### config.mk
export PLATFORM = sky130hd
export DESIGN_NAME = reg_cmd_parser
export DESIGN_NICKNAME = d
export VERILOG_FILES = /design/src/rtl/reg_cmd_parser_pkg.sv /design/src/rtl/reg_cmd_parser_timeout.sv /design/src/rtl/reg_cmd_parser.sv
export SDC_FILE = /design/constraint.sdc
export NUM_CORES = 1
export LEC_CHECK = 0
export CAP_MARGIN = 25
export CORE_MARGIN = 4
export CORE_UTILIZATION = 59
export DETAILED_ROUTE_END_ITERATION = 6
export PLACE_DENSITY = 0.95
export RECOVER_POWER = 25
export SLEW_MARGIN = 20
export SYNTH_ARGS = -nofsm -noshare
export SYNTH_HDL_FRONTEND = slang
export SYNTH_SLANG_ARGS = --single-unit
### constraint.sdc
create_clock -name clk -period 7 [get_ports clk]
set_input_delay 1.4 -clock clk [delete_from_list [all_inputs] [get_ports clk]]
set_output_delay 1.4 -clock clk [all_outputs]
set_load 0.02 [all_outputs]
### src/rtl/reg_cmd_parser_pkg.sv
// -----------------------------------------------------------------------------
// reg_cmd_parser_pkg
// Shared constants and types for the byte-oriented register command parser:
// command opcodes, response bytes and the parser state encoding.
// -----------------------------------------------------------------------------
package reg_cmd_parser_pkg;

    // Command opcodes (ASCII)
    localparam logic [7:0] OP_WRITE  = 8'h57;  // 'W' addr data
    localparam logic [7:0] OP_TOGGLE = 8'h54;  // 'T' addr mask
    localparam logic [7:0] OP_READ   = 8'h52;  // 'R' addr

    // Response bytes (ASCII)
    localparam logic [7:0] RSP_OK    = 8'h4B;  // 'K'
    localparam logic [7:0] RSP_ERR   = 8'h3F;  // '?'

    typedef enum logic [2:0] {
        IDLE,
        GET_ADDR,
        GET_DATA,
        EXECUTE,
        RESPOND,
        WAIT_TX
    } state_t;

    function automatic logic is_opcode(input logic [7:0] b);
        return (b == OP_WRITE) || (b == OP_TOGGLE) || (b == OP_READ);
    endfunction

endpackage

### src/rtl/reg_cmd_parser_timeout.sv
// -----------------------------------------------------------------------------
// cmd_timeout
// Inter-byte idle counter. Cleared whenever a byte is accepted, counts while
// enabled, and flags expiry on the cycle the count reaches TIMEOUT_CYCLES-1.
//
// Ports
//   clk     : clock, rising edge
//   rst     : asynchronous active-high reset
//   clear   : zero the count (takes priority over enable)
//   enable  : count this cycle (parser is waiting for a command byte)
//   expired : combinational, high while enabled and count == TIMEOUT_CYCLES-1
// -----------------------------------------------------------------------------
module cmd_timeout #(
    parameter int unsigned TIMEOUT_CYCLES = 1000000
) (
    input  logic clk,
    input  logic rst,
    input  logic clear,
    input  logic enable,
    output logic expired
);

    localparam int unsigned    CW   = (TIMEOUT_CYCLES > 1) ? $clog2(TIMEOUT_CYCLES) : 1;
    localparam logic [CW-1:0]  LAST = CW'(TIMEOUT_CYCLES - 1);

    logic [CW-1:0] cnt;

    // NOTE: sequential state is always assigned with <= so every flop samples
    // pre-edge values regardless of statement order.
    always_ff @(posedge clk or posedge rst) begin
        if (rst) begin
            cnt <= '0;
        end else if (clear) begin
            cnt <= '0;
        end else if (enable && (cnt != LAST)) begin
            // Saturate at LAST; the parser leaves the counting states on expiry.
            cnt <= cnt + 1'b1;
        end
    end

    assign expired = enable && (cnt == LAST);

endmodule

### src/rtl/reg_cmd_parser.sv
// -----------------------------------------------------------------------------
// reg_cmd_parser
// Parses W/T/R commands from a byte stream into a small flop-based register
// file and emits a one-byte response per command.
//   'W' addr data : regs[addr] = data        -> 'K'
//   'T' addr mask : regs[addr] ^= mask       -> 'K'
//   'R' addr      :                          -> regs[addr]
//   bad opcode or addr >= NUM_REGS           -> '?'
//
// Ports
//   clk, rst  : clock (rising edge) and asynchronous active-high reset
//   rx_byte   : received byte, qualified by rx_dv (one-cycle strobe)
//   tx_done   : transmitter finished the current byte (one-cycle strobe)
//   tx_active : transmitter busy; response is held off while high
//   tx_byte   : response byte, stable from tx_dv until tx_done
//   tx_dv     : one-cycle transmit request
//   regs      : flattened register file, register k at [8k+7:8k]
//   busy      : parser not in IDLE
//   timeout   : one-cycle pulse when a partial command is abandoned
//   overrun   : sticky, a byte arrived while the parser could not take it
// -----------------------------------------------------------------------------
module reg_cmd_parser
    import reg_cmd_parser_pkg::*;
#(
    parameter int unsigned NUM_REGS       = 4,
    parameter int unsigned TIMEOUT_CYCLES = 1000000,
    parameter logic [7:0]  RESET_VAL      = 8'h00
) (
    input  logic                  clk,
    input  logic                  rst,
    input  logic [7:0]            rx_byte,
    input  logic                  rx_dv,
    input  logic                  tx_done,
    input  logic                  tx_active,
    output logic [7:0]            tx_byte,
    output logic                  tx_dv,
    output logic [NUM_REGS*8-1:0] regs,
    output logic                  busy,
    output logic                  timeout,
    output logic                  overrun
);

    state_t     state, next_state;
    logic [7:0] opcode_q, addr_q, data_q;
    logic [7:0] regs_q [NUM_REGS];

    logic       tmo_clear, tmo_enable, tmo_expired, tmo_fire;
    logic       addr_ok, do_write, drop_byte;
    logic [7:0] rd_val, wr_val, exec_rsp;

    // ---------------------------------------------------------------- timer
    cmd_timeout #(
        .TIMEOUT_CYCLES (TIMEOUT_CYCLES)
    ) u_timeout (
        .clk     (clk),
        .rst     (rst),
        .clear   (tmo_clear),
        .enable  (tmo_enable),
        .expired (tmo_expired)
    );

    // ------------------------------------------------------------ FSM state
    always_ff @(posedge clk or posedge rst) begin
        if (rst) state <= IDLE;
        else     state <= next_state;
    end

    // NOTE: every signal written here gets a default first, so no path through
    // the case statement can leave one unassigned and infer a latch.
    always_comb begin
        next_state = state;
        tmo_clear  = 1'b0;
        tmo_enable = 1'b0;
        drop_byte  = 1'b0;
        case (state)
            IDLE: begin
                if (rx_dv) begin
                    tmo_clear  = 1'b1;
                    next_state = is_opcode(rx_byte) ? GET_ADDR : RESPOND;
                end
            end
            GET_ADDR: begin
                tmo_enable = 1'b1;
                // An accepted byte wins over a coincident expiry.
                if (rx_dv) begin
                    tmo_clear  = 1'b1;
                    next_state = (opcode_q == OP_READ) ? EXECUTE : GET_DATA;
                end else if (tmo_expired) begin
                    next_state = IDLE;
                end
            end
            GET_DATA: begin
                tmo_enable = 1'b1;
                if (rx_dv) begin
                    tmo_clear  = 1'b1;
                    next_state = EXECUTE;
                end else if (tmo_expired) begin
                    next_state = IDLE;
                end
            end
            EXECUTE: begin
                drop_byte  = rx_dv;
                next_state = RESPOND;
            end
            RESPOND: begin
                drop_byte = rx_dv;
                if (!tx_active) next_state = WAIT_TX;
            end
            WAIT_TX: begin
                drop_byte = rx_dv;
                if (tx_done) next_state = IDLE;
            end
            default: next_state = IDLE;
        endcase
    end

    assign tmo_fire = tmo_expired && !rx_dv;
    assign tx_dv    = (state == RESPOND) && !tx_active;
    assign busy     = (state != IDLE);

    // ------------------------------------------------------ execute datapath
    // Widen to 9 bits so NUM_REGS = 256 compares correctly.
    assign addr_ok  = ({1'b0, addr_q} < 9'(NUM_REGS));
    assign do_write = (state == EXECUTE) && addr_ok && (opcode_q != OP_READ);

    always_comb begin
        rd_val = '0;
        for (int k = 0; k < NUM_REGS; k++) begin
            if (addr_q == 8'(k)) rd_val = regs_q[k];
        end
    end

    assign wr_val   = (opcode_q == OP_TOGGLE) ? (rd_val ^ data_q) : data_q;
    assign exec_rsp = !addr_ok                ? RSP_ERR :
                      (opcode_q == OP_READ)   ? rd_val  : RSP_OK;

    // ----------------------------------------------------------- register file
    // NOTE: the register file is a handful of flops, not a RAM, so it takes a
    // defined reset value like any other control state.
    always_ff @(posedge clk or posedge rst) begin
        if (rst) begin
            for (int k = 0; k < NUM_REGS; k++) regs_q[k] <= RESET_VAL;
        end else if (do_write) begin
            for (int k = 0; k < NUM_REGS; k++) begin
                if (addr_q == 8'(k)) regs_q[k] <= wr_val;
            end
        end
    end

    for (genvar g = 0; g < NUM_REGS; g++) begin : g_regs_out
        assign regs[8*g +: 8] = regs_q[g];
    end

    // -------------------------------------------------- command/response regs
    always_ff @(posedge clk or posedge rst) begin
        if (rst) begin
            opcode_q <= '0;
            addr_q   <= '0;
            data_q   <= '0;
            tx_byte  <= '0;
            timeout  <= 1'b0;
            overrun  <= 1'b0;
        end else begin
            timeout <= tmo_fire;
            if (drop_byte) overrun <= 1'b1;
            case (state)
                IDLE: begin
                    if (rx_dv) begin
                        if (is_opcode(rx_byte)) opcode_q <= rx_byte;
                        else                    tx_byte  <= RSP_ERR;
                    end
                end
                GET_ADDR: if (rx_dv) addr_q <= rx_byte;
                GET_DATA: if (rx_dv) data_q <= rx_byte;
                EXECUTE:  tx_byte <= exec_rsp;
                default: ;
            endcase
        end
    end

endmodule

==> results.cfg <==
[timing]
finalHoldViolCount = 0
setup_violations = 0
rsz0062_at_grt = no
max_clock_freq_mhz = 247
tightest_slew_ns = 2.07
timing.final.crit_share_pct = 57.8
fin_setup_tns_ns = 0
timing.hold.ws_ns = 0.466
slew_headroom_pct = -38.3
slew_viol_final = 36
period_minus_slack_ns = 4.05
skew_ns = 0.0179

[synthesis]
synth_cells = 386
synthArstFlopShare_pct = 100
synth_edf_count = 0
seq_area_frac_synth_pct = 53.5
yosysTopAreaCell = dfrtp_1
ys_warn_count = 0
synth.avg_cell_area_sq_um = 10.8
synthDistinctLibCells = 43
synth_area_sq_um = 4160
netlist.area_leader.share_pct = 53.5
synth.area.top_cells = dfrtp_1 (53%), mux2_2 (5.1%), mux4_2 (4.3%)
yosysMostFrequentCell = dfrtp_1
ys_top_cells_by_count = dfrtp_1 (89), nor2_1 (41), nand2_1 (38), a21oi_1 (27), o21ai_0 (23)
ys.flop_type = dfrtp_1
synthesis.nets = 400
synth_seq_cells = 89

[setup_path]
start_kind = input port
crit_arrival_ns = 2.65
worstSetupPathType = in2out
crit_required_ns = 5.60
endpoint_kind = primary output
path_max_fanout = 3
reg2reg_depth = 5

[global_route]
grt_pass1_wl_mm = 16.4
grt_overflow_total = 0
grt_antenna_before_repair = 0
grt_max_degree = 55
first_global_vias = 3363
grt_use_total_pct = 24.7

[placement]
hpwl_mm = 6.80
io_buffers = 56
gp_routability_congestion = 0.872

[floorplanning]
die_h_um = 92.0
die_area_sq_um = 8470
row_count = 30
start_util_pct = 61.0
core-area_sq_um = 6830
die_w_um = 92.0
ios = 57

[clock_network]
cts_setup_buffers = 0
cts_resized = 0
hold_buffers = 0
path_clk_slew_ns = 0.09
cts_buffer_depth = 2
clock-sinks = 89
clk_latency_ns = 0.37
numCtsBuffers = 9
cts_tree = done
root_buffer = clkbuf_8
h-tree-depth = 3

[power]
power-per-cell-area_nw_per_um2 = 277
power_mw = 1.39
p_leak_nw = 2.08
ir_drop_mv = 0.226

[drt]
wire_per_inst_um = 18.2
detail-route-antenna-nets = 0
drtPass1Iterations = 5
via_per_inst = 6.10
vias = 3299
drt_first_iter_violations = 250
drt-total-wl_mm = 9.82
route.detailed.drc = 0

[status]
status = complete, but fails checks
violations = max-capacitance violations, max-slew violations

[finish]
seqCellArea_sq_um = 2230
area_growth_pct = 20.1
drive_gt1_share_pct = 12.1
multi_input_area_sq_um = 1840
nNetsFinal = 454
fillCellCount = 466
n_antenna_cell = 0

[job]
maxCapViolCount = 1

[min_path]
hold_class = reg2reg
hold_depth = 1
final timing paths:
kind	startpoint	endpoint	slack, ns
setup / recovery	tx_active	tx_dv	2.95
max in group asynchronous	rst	u_timeout.cnt[18]	3.56
hold reg to reg	overrun	overrun	0.47
setup reg to reg	addr_q[7]	regs[16]	4.34
hold / removal	overrun	overrun	0.47
min in group asynchronous	rst	tx_byte[5]	2.26
logic make-up (layout without fill, tap and decap cells):
group                      count (synthesis)  after routing  synth area share, %
and+or+nand+nor                          158            158                 20.1
DFF                                       89             89                 53.5
AOI/OAI and AO/OA                         70             70                 9.62
muxes                                     27             27                 9.47
xor gates and xnor gates                  21             21                 4.42
buffers and inverters                     20             79                 2.58
adders and majority gates                  1              1                0.300
registers in the layout (all words and copies together), names as in the netlist:
name,count
opcode_q,8
overrun,1
u_timeout.cnt,20
state,3
data_q,8
tx_byte,8
addr_q,8
timeout,1
regs,32
metrics by stage:
step                      util (%)  instances  instance area [sq um]  worst slack (ns)
after floorplan                  -        386                   4160              3.29
after global placement        69.8        524                   4770              2.96
after detailed placement      70.2        525                   4800              2.96
after CTS                     73.2        541                   5000              2.95
after global routing          73.2        541                   5000              2.91
final                         73.2        541                   5000              2.95
critical path, cell delays in order:
cell and delay [ns]:
clkdlybuf4s50_1 0.44, nor3_1 0.18, clkdlybuf4s50_1 0.63
layer usage:
layer  GRT usage, %  part of all wire (%)  up-vias
li1               -                     -     1481
met1           31.3                    39     1648
met2           40.7                    52      142
met3           6.73                   6.2       28
met4           9.16                   2.7        0
met5              0                     0        -
power breakdown:
part	total, mW	internal, mW	switching (mW)
clock	0.364	0.170	0.194
combinational	0.325	0.160	0.165
sequential	0.697	0.586	0.111
area by class of cell:
type / instances / area share (%)
sequential: 89 / 44.5
clock buffer: 10 / 2.55
multi-input combinational: 277 / 36.7
inverter: 4 / 0.325
clock inverter: 6 / 1.50
timing repair buffer: 59 / 12.0
tap: 96 / 2.40
placed cells by master (no fill, tap or decap), types with 8 or more instances in the layout:
master | Yosys | final
dfrtp_1 | 89 | 89
xor2_1 | 19 | 19
nand2_1 | 38 | 38
nand4_1 | 10 | 10
a21oi_1 | 27 | 27
nor2_1 | 41 | 41
nand3_1 | 18 | 18
clkdlybuf4s50_1 | 0 | 54
o21ai_0 | 23 | 23
mux2_2 | 19 | 19
clkbuf_8 | 0 | 9
and2_1 | 10 | 10
mux4_2 | 8 | 8
Note: power is estimated with default switching activity, not from simulation.
